File: src/rtl/controle_escrita_registradores.sv
`default_nettype none
// ============================================================================
// Module      : controle_escrita_registradores
// Description : Writeback sequencer for the register file. Latches a
//               writeback request (source + destination), drives the source
//               mux select, waits for multi-cycle sources (memory, input
//               device, HD), and issues one register-write pulse. Stalls the
//               control unit while busy and aborts HD accesses on timeout.
// Revision    : 1.0 - initial release
// ============================================================================
module controle_escrita_registradores #(
    parameter int LAT_MEM     = 2,
    parameter int TIMEOUT_HD  = 255,
    parameter int LARGURA_REG = 5
) (
    input  logic                   clock,
    input  logic                   reset,
    input  logic                   inicia,
    input  logic [2:0]             fonte,
    input  logic [LARGURA_REG-1:0] reg_destino,
    input  logic                   input_pronto,
    input  logic                   hd_pronto,
    output logic [2:0]             controle,
    output logic                   escreve_reg,
    output logic [LARGURA_REG-1:0] reg_escrita,
    output logic                   input_req,
    output logic                   hd_req,
    output logic                   ocupado,
    output logic                   erro_timeout
);

    // Source codes (shared encoding for fonte and controle)
    localparam logic [2:0] C_FONTE_ULA   = 3'b000;
    localparam logic [2:0] C_FONTE_MEM   = 3'b001;
    localparam logic [2:0] C_FONTE_HD    = 3'b010;
    localparam logic [2:0] C_FONTE_INPUT = 3'b011;
    localparam logic [2:0] C_FONTE_PC    = 3'b100;

    // One counter serves both the memory latency and the HD timeout
    localparam int C_MAX_CNT = (LAT_MEM > TIMEOUT_HD) ? LAT_MEM : TIMEOUT_HD;
    localparam int C_CNT_W   = (C_MAX_CNT > 1) ? $clog2(C_MAX_CNT) : 1;
    localparam logic [C_CNT_W-1:0] C_MEM_INI = C_CNT_W'(LAT_MEM - 1);
    localparam logic [C_CNT_W-1:0] C_HD_LIM  = C_CNT_W'(TIMEOUT_HD - 1);
    localparam logic [C_CNT_W-1:0] C_CNT_UM  = C_CNT_W'(1);

    typedef enum logic [2:0] {
        OCIOSO       = 3'd0,
        ESPERA_MEM   = 3'd1,
        ESPERA_INPUT = 3'd2,
        ESPERA_HD    = 3'd3,
        ESCREVE      = 3'd4
    } estado_t;

    estado_t                r_estado;
    logic [C_CNT_W-1:0]     r_cnt;
    logic [2:0]             r_controle;
    logic [LARGURA_REG-1:0] r_reg_escrita;
    logic                   r_escreve;
    logic                   r_input_req;
    logic                   r_hd_req;
    logic                   r_ocupado;
    logic                   r_erro;
    // ESCREVE spans two cycles: the pulse cycle, then the return to idle.
    // This flag marks that the pulse has already been issued.
    logic                   r_pulsado;
    logic [2:0]             w_fonte_norm;

    // Normalise unknown source codes to PC
    always_comb begin
        w_fonte_norm = C_FONTE_PC;
        case (fonte)
            C_FONTE_ULA, C_FONTE_MEM, C_FONTE_HD, C_FONTE_INPUT:
                w_fonte_norm = fonte;
            default:
                w_fonte_norm = C_FONTE_PC;
        endcase
    end

    // Writeback sequencing FSM with registered outputs
    always_ff @(posedge clock) begin
        if (reset) begin
            r_estado      <= OCIOSO;
            r_cnt         <= '0;
            r_controle    <= C_FONTE_ULA;
            r_reg_escrita <= '0;
            r_escreve     <= 1'b0;
            r_input_req   <= 1'b0;
            r_hd_req      <= 1'b0;
            r_ocupado     <= 1'b0;
            r_erro        <= 1'b0;
            r_pulsado     <= 1'b0;
        end else begin
            r_escreve <= 1'b0;
            r_erro    <= 1'b0;
            case (r_estado)
                OCIOSO: begin
                    if (inicia) begin
                        r_controle    <= w_fonte_norm;
                        r_reg_escrita <= reg_destino;
                        r_ocupado     <= 1'b1;
                        r_pulsado     <= 1'b0;
                        case (w_fonte_norm)
                            C_FONTE_MEM: begin
                                r_estado <= ESPERA_MEM;
                                r_cnt    <= C_MEM_INI;
                            end
                            C_FONTE_INPUT: begin
                                r_estado    <= ESPERA_INPUT;
                                r_input_req <= 1'b1;
                            end
                            C_FONTE_HD: begin
                                r_estado <= ESPERA_HD;
                                r_hd_req <= 1'b1;
                                r_cnt    <= '0;
                            end
                            default: begin
                                r_estado <= ESCREVE;
                            end
                        endcase
                    end
                end
                ESPERA_MEM: begin
                    if (r_cnt == '0) begin
                        r_estado <= ESCREVE;
                    end else begin
                        r_cnt <= r_cnt - C_CNT_UM;
                    end
                end
                ESPERA_INPUT: begin
                    if (input_pronto) begin
                        r_input_req <= 1'b0;
                        r_estado    <= ESCREVE;
                    end
                end
                ESPERA_HD: begin
                    // Data arriving on the limit cycle still counts as success
                    if (hd_pronto) begin
                        r_hd_req <= 1'b0;
                        r_estado <= ESCREVE;
                    end else if (r_cnt == C_HD_LIM) begin
                        r_hd_req  <= 1'b0;
                        r_erro    <= 1'b1;
                        r_ocupado <= 1'b0;
                        r_estado  <= OCIOSO;
                    end else begin
                        r_cnt <= r_cnt + C_CNT_UM;
                    end
                end
                ESCREVE: begin
                    if (!r_pulsado) begin
                        // r0 is hard-wired; suppress the write but keep timing
                        r_escreve <= (r_reg_escrita != '0);
                        r_pulsado <= 1'b1;
                    end else begin
                        r_ocupado <= 1'b0;
                        r_estado  <= OCIOSO;
                    end
                end
                default: begin
                    r_ocupado   <= 1'b0;
                    r_input_req <= 1'b0;
                    r_hd_req    <= 1'b0;
                    r_estado    <= OCIOSO;
                end
            endcase
        end
    end

    assign controle     = r_controle;
    assign escreve_reg  = r_escreve;
    assign reg_escrita  = r_reg_escrita;
    assign input_req    = r_input_req;
    assign hd_req       = r_hd_req;
    assign ocupado      = r_ocupado;
    assign erro_timeout = r_erro;

endmodule
`default_nettype wire
File: config.mk
export PLATFORM = sky130hd
export DESIGN_NAME = controle_escrita_registradores
export DESIGN_NICKNAME = d
export VERILOG_FILES = /design/src/rtl/controle_escrita_registradores.sv
export SDC_FILE = /design/constraint.sdc
export NUM_CORES = 1
export LEC_CHECK = 0
export CAP_MARGIN = 20
export CORE_UTILIZATION = 35
export CTS_BUF_LIST = sky130_fd_sc_hd__clkbuf_8
export DETAILED_ROUTE_END_ITERATION = 12
export PLACE_DENSITY_LB_ADDON = 0.25
export SETUP_SLACK_MARGIN = 0.02
export SYNTH_ARGS = -nofsm -noshare
export SYNTH_HDL_FRONTEND = slang
export SYNTH_SLANG_ARGS = --single-unit
File: constraint.sdc
create_clock -name clock -period 5.6 [get_ports clock]
set_clock_uncertainty 0.2 [all_clocks]
set_input_delay 1.4 -clock clock [delete_from_list [all_inputs] [get_ports clock]]
set_output_delay 1.4 -clock clock [all_outputs]
set_load 0.05 [all_outputs]
# After elaboration in Yosys (flattened, before gate mapping)
# Cells that the tools add are included.
[classes]
mux = 31
reduce_logical = 19
n_addsub = 2
n_bitwise = 5
eq_ne = 23
[ops]
columns = ["operator", "n"]
rows = [
  ["8-bit two-way mux", 4],
  ["8-bit case mux with 3 select lines", 1],
  ["3-bit two-way mux", 7],
  ["3-bit by 2-bit == test with 1-bit output (second input constant)", 6],
  ["2-bit inequality test (second input constant)", 8],
  ["8-bit case mux with 2 select lines", 1],
  ["3-bit case mux with 5 select lines", 1],
  ["1-bit two-way mux", 12],
  ["3-bit OR reduction", 4],
  ["5-bit AND reduction", 2],
  ["3-bit by 1-bit == test with 1-bit output (second input constant)", 3],
  ["3-bit case mux with 3 select lines", 1],
  ["8-bit by 1-bit adder with 8-bit output (second input constant)", 1],
  ["8-bit == test (second input constant)", 1],
  ["8-bit logical NOT", 1],
  ["4-bit AND reduction", 2],
  ["8-bit by 1-bit subtractor with 8-bit output (second input constant)", 1],
  ["3-bit logical NOT", 2],
  ["1-bit case mux with 3 select lines", 2],
  ["6-bit AND reduction", 1],
  ["1-bit inverter", 5],
  ["5-bit nonzero test", 1],
  ["2-bit by 1-bit inequality test with 1-bit output (second input constant)", 2],
  ["1-bit case mux with 4 select lines", 1],
  ["other kinds (9)", 10],
]
[word_totals]
regBits = 25
wordCells = 90
inputBits = 13

# Logic depth before layout (Yosys ltp)
[depth]
ltp_word = 7
mapped_depth = 10
ltp_nobuf = 9

# Worst setup path before layout
# No wires, ideal clock.
[synth_path]
kind = "in2reg"
startpoint = "input fonte[0]"
endpoint = "register r_estado[1]"
setup_slack_ns = 2.795
required_ns = 5.279
n_path_buf = 0
setup_ns = 0.121
path_stages = 5
arrival_ns = 2.484
cell_sequence = "xnor2_1 nor3_2 o32a_4 a31oi_4 mux2_4"
[synth_via]
elab_chain_cells = 7
word_cells_on_any_way = 12
cone_classes = "eq/ne (6); mux (4); reduce/logical (2)"
[synth_rtl]
columns = ["element", "line_no", "source"]
rows = [
  ["from (decl)", "19", "input logic [2:0] fonte,"],
  ["3-bit by 1-bit == test with 1-bit output (tied with other cells)", "71", "case (fonte)"],
  ["4-bit OR reduction", "71", ""],
  ["3-bit two-way mux *", "71", ""],
  ["3-bit by 2-bit == test with 1-bit output / 3-bit by 1-bit == test with 1-bit output (equally long branches)", "102", "case (w_fonte_norm)"],
  ["3-bit case mux with 3 select lines *", "102", ""],
  ["3-bit two-way mux *", "97", "if (inicia) begin"],
  ["3-bit case mux with 5 select lines *", "95", "case (r_estado)"],
  ["to (signal assigned)", "104", "r_estado <= ESPERA_MEM;"],
  ["to (signal assigned)", "108", "r_estado <= ESPERA_INPUT;"],
  ["to (signal assigned)", "112", "r_estado <= ESPERA_HD;"],
  ["to (decl)", "54", "estado_t r_estado;"],
]
# Every way passes the cells marked *; elsewhere a longest branch is shown, timed or not. The select of a mux whose other input is x is not followed.
# A chain may end at the register's enable or synchronous reset.

# Worst setup path after layout
[layout_path]
startpoint = "input fonte[0]"
endpoint = "register r_cnt[2]"
[layout_via]
elab_chain_cells = 6
word_cells_on_any_way = 10
cone_classes = "eq/ne (6); mux (1); reduce/logical (3)"
[layout_rtl]
columns = ["element", "line_no", "source"]
rows = [
  ["3-bit by 1-bit == test with 1-bit output (tied with other cells)", "71", ""],
  ["4-bit OR reduction", "71", ""],
  ["3-bit two-way mux *", "71", ""],
  ["3-bit by 2-bit == test with 1-bit output / 3-bit by 1-bit == test with 1-bit output (equally long branches)", "102", ""],
  ["3-bit by 1-bit inequality test with 1-bit output (no source line) *", "--", ""],
  ["6-bit AND reduction (no source line) *", "--", ""],
  ["to (signal assigned)", "126", "r_cnt <= r_cnt - C_CNT_UM;"],
  ["to (signal assigned)", "146", "r_cnt <= r_cnt + C_CNT_UM;"],
  ["to (decl)", "55", "logic [C_CNT_W-1:0] r_cnt;"],
]
# Every way passes the cells marked *; elsewhere a longest branch is shown, timed or not.

==> impl_metrics.json <==
{
  "outcome": "complete, no violations",
  "p_int_uw": 319,
  "avgRoutedWirePerCell_um": 13.9,
  "critical_path_required_ns": 5.60,
  "holdPathStages": 2,
  "post_cts_hold_buffer_count": 0,
  "drt-initial-drc-count": 101,
  "worst_setup_hold_path_clk_slew_ns": 0.09,
  "synth_flop_cell": "sky130_fd_sc_hd__dfxtp_1",
  "crit-reg2reg-launch": "r_estado[0]$_SDFFE_PP0P_",
  "syn_to_final_growth_pct": 21.7,
  "max-cap-violations": 0,
  "maxSlewViolCount": 0,
  "post_cts_buffers": 0,
  "final_stage_net_count": 224,
  "path_max_fanout": 10,
  "grt.overflow.total": 0,
  "leakage_power_of_the_design_nw": 0.709,
  "detail-route-antenna-nets": 0,
  "maximum_number_of_pins_on_one_net_before_global_route_repair": 25,
  "rsz0062_at_grt": "false",
  "cts_made_buffers": 3,
  "drive_gt1_share_pct": 6.90,
  "power.density_cell_area_nw_per_um2": 272,
  "p_sw_uw": 190,
  "report.final.hold_viol_count": 0,
  "fmax_ghz": 0.315,
  "n_fill_cell": 404,
  "worst-r2r-cell-count": 8,
  "netlist_instances": 180,
  "design.core.area_sq_um": 4120,
  "worstPathArrival_ns": 3.17,
  "antenna_cells": 0,
  "timing.hold.worst.start": "ocupado$_SDFFE_PP0P_",
  "floorplan.die.height_um": 68.3,
  "synth_enable_flop_cells": 0,
  "clock_tree.root_cell": "sky130_fd_sc_hd__clkbuf_8",
  "die-width_um": 68.3,
  "layout.core_utilization_pct": 45.5,
  "max-vdd-ir-drop_uv": 176,
  "min_period_over_period_pct": 56.6,
  "power.combinational.fraction_pct": 35.6,
  "io_buffers": 25,
  "numClockSinks": 25,
  "place.gp.congestion": 0.803,
  "power.sequential.fraction_pct": 42.7,
  "worst_pin_slew_ns": 0.901,
  "vias_in_the_first_global_route": 1259,
  "place_worst_setup_slack_ns": 2.16,
  "cts_htree_levels": 1,
  "timing.max_slew.rel_slack_pct": 39.8,
  "pwr-share-clk_pct": 21.7,
  "post_cts_resized": 0,
  "worst_setup_path_start_kind": "input port",
  "rrSetupSlack_ns": 2.54,
  "hold_path_end": "ocupado$_SDFFE_PP0P_",
  "via_count": 1375,
  "synth.yosys.seq_area_share_pct": 32.6,
  "final_period_minus_worst_setup_slack_ns": 3.17,
  "timing.final.setup_violations": 0,
  "wire_length_of_the_first_global_routing_pass_mm": 5.91,
  "synth_fp_nets": 200,
  "max-clock-path-buffers": 2,
  "synthDistinctLibCells": 48,
  "die_area_sq_um": 4660,
  "synth.yosys.warnings": 0,
  "switching_share_of_power_pct": 37.2,
  "tritoncts": "done",
  "detail_route.vias_per_cell": 5.43,
  "initial_utilization_pct": 37.3,
  "groute.usage.overall_pct": 17.2,
  "end_kind": "register",
  "place.detailed.hpwl_mm": 2.61,
  "antenna_found_initial": 0,
  "crit_path_setup_slack_layout_ns": 2.43,
  "synth_async_sr_flop_share_pct": 0,
  "postSynthAreaPerCell_sq_um": 8.54,
  "reg_to_reg_critical_path_endpoint": "r_cnt[7]$_SDFFE_PP0P_",
  "syn-cell-area_sq_um": 1540,
  "insertion_delay_of_the_later_clocked_pin_in_the_worst_skew_pair_ns": 0.28,
  "setup_tns_ns": 0,
  "timing.hold.worst.class": "reg2reg",
  "top_register": "r_cnt",
  "path_class": "in2reg",
  "ff_latch_count_synth": 25,
  "io_pins": 26,
  "largest_register_ffs": 8,
  "detail_route.drc_violations": 0,
  "placementRows": 23,
  "tritonroute_pass_1_iters": 4,
  "wirelength_mm": 3.52
}
## per-stage QoR
step | instances | instance area, sq um | power (mW) | hold slack [ns]
3_3_place_gp | 249 | 1820 | 0.403 | 0.272
5_1_grt | 253 | 1870 | 0.538 | 0.303
6_report | 253 | 1870 | 0.509 | 0.282
3_5_place_dp | 249 | 1820 | 0.401 | 0.272
4_1_cts | 253 | 1870 | 0.511 | 0.287
2_1_floorplan | 180 | 1540 | 0.349 | 0.264
## Yosys cell counts (all sizes together), types with 4 or more instances
cell / instances / share of area, %
a21oi: 16 / 5.5
a31oi: 4 / 2.6
clkbuf: 4 / 0.98
dfxtp: 25 / 33
ha: 6 / 4.9
inv: 7 / 1.7
mux2i: 9 / 5.9
nand2: 12 / 2.9
nand2b: 4 / 1.6
nor2: 19 / 4.6
nor3: 9 / 3.3
o2111ai: 4 / 2.3
o21a: 4 / 2.0
o21ai: 14 / 4.6
## critical path, stage by stage
cell and delay [ns]:
sky130_fd_sc_hd__clkdlybuf4s50_1 0.57, sky130_fd_sc_hd__xnor2_1 0.11, sky130_fd_sc_hd__nor3_2 0.19, sky130_fd_sc_hd__o32ai_2 0.20, sky130_fd_sc_hd__or4b_1 0.55, sky130_fd_sc_hd__a21oi_1 0.14
## layout by cell type, fill, tap and decap left out, drive strengths merged, types with 2 or more instances in the layout
| cell | instances |
|---|---|
| a21o | 2 |
| a21oi | 16 |
| a31oi | 4 |
| clkbuf | 3 |
| clkdlybuf4s50 | 25 |
| dfxtp | 25 |
| ha | 6 |
| inv | 7 |
| mux2i | 9 |
| nand2 | 12 |
| nand2b | 4 |
| nand3 | 3 |
| nand4 | 3 |
| nor2 | 19 |
| nor2b | 3 |
| nor3 | 9 |
| nor4 | 3 |
| o2111ai | 4 |
| o21a | 4 |
| o21ai | 14 |
| o21bai | 3 |
| or3 | 2 |
| or4 | 2 |
| xor2 | 2 |
## power by group through the flow
| stage | Sequential, mW | Clock [mW] | Combinational [mW] |
|---|---|---|---|
| after floorplan | 0.241 | 0 | 0.108 |
| after global placement | 0.222 | 0 | 0.181 |
| after detailed placement | 0.221 | 0 | 0.180 |
| after CTS | 0.217 | 0.114 | 0.181 |
| after global routing | 0.221 | 0.121 | 0.197 |
| final | 0.217 | 0.111 | 0.181 |
## metal layers
layer  global-route usage (%)  up-vias  part of all wire (%)
met4                     3.39        0                  0.74
met5                        0        -                     0
li1                         -      714                     -
met3                     4.67        3                   3.7
met2                     25.0       23                    43
met1                     24.9      635                    53
## cell type report
| class | count | area [sq um] | share of cell area, % |
|---|---|---|---|
| well taps | 50 | 62.6 | 3.34 |
| clock inverters | 1 | 7.51 | 0.401 |
| clock buffers | 3 | 41.3 | 2.21 |
| flip-flops and latches | 25 | 500 | 26.8 |
| repair buffers | 25 | 250 | 13.4 |
| inverters | 7 | 26.3 | 1.40 |
| multi-input cells | 142 | 982 | 52.5 |
## worst max path at each step
| stage | startpoint | to | slack [ns] | depth (start not counted) |
|---|---|---|---|---|
| after global placement | fonte[0] | r_cnt[2]$_SDFFE_PP0P_ | 2.17 | 6 |
| after detailed placement | fonte[0] | r_cnt[2]$_SDFFE_PP0P_ | 2.16 | 6 |
| final | fonte[0] | r_cnt[2]$_SDFFE_PP0P_ | 2.43 | 6 |
| after global routing | fonte[0] | r_cnt[0]$_SDFFE_PP0P_ | 2.29 | 6 |
| after floorplan | fonte[0] | r_estado[1]$_SDFFE_PP0P_ | 2.79 | 5 |
| after CTS | fonte[0] | r_cnt[2]$_SDFFE_PP0P_ | 2.45 | 6 |
## cells by family (layout without fill, tap and decap cells)
family / after synthesis / count (layout) / share of synthesized area, %
and+or+nand+nor: 66 / 66 / 23.5
DFF: 25 / 25 / 32.6
AOI/OAI and AO/OA: 56 / 56 / 25.7
adders and majority gates: 7 / 7 / 6.19
buffers and inverters: 13 / 36 / 3.50
muxes: 10 / 10 / 6.84
xor gates and xnor gates: 3 / 3 / 1.71
Note: power is estimated with default switching activity, not from simulation.
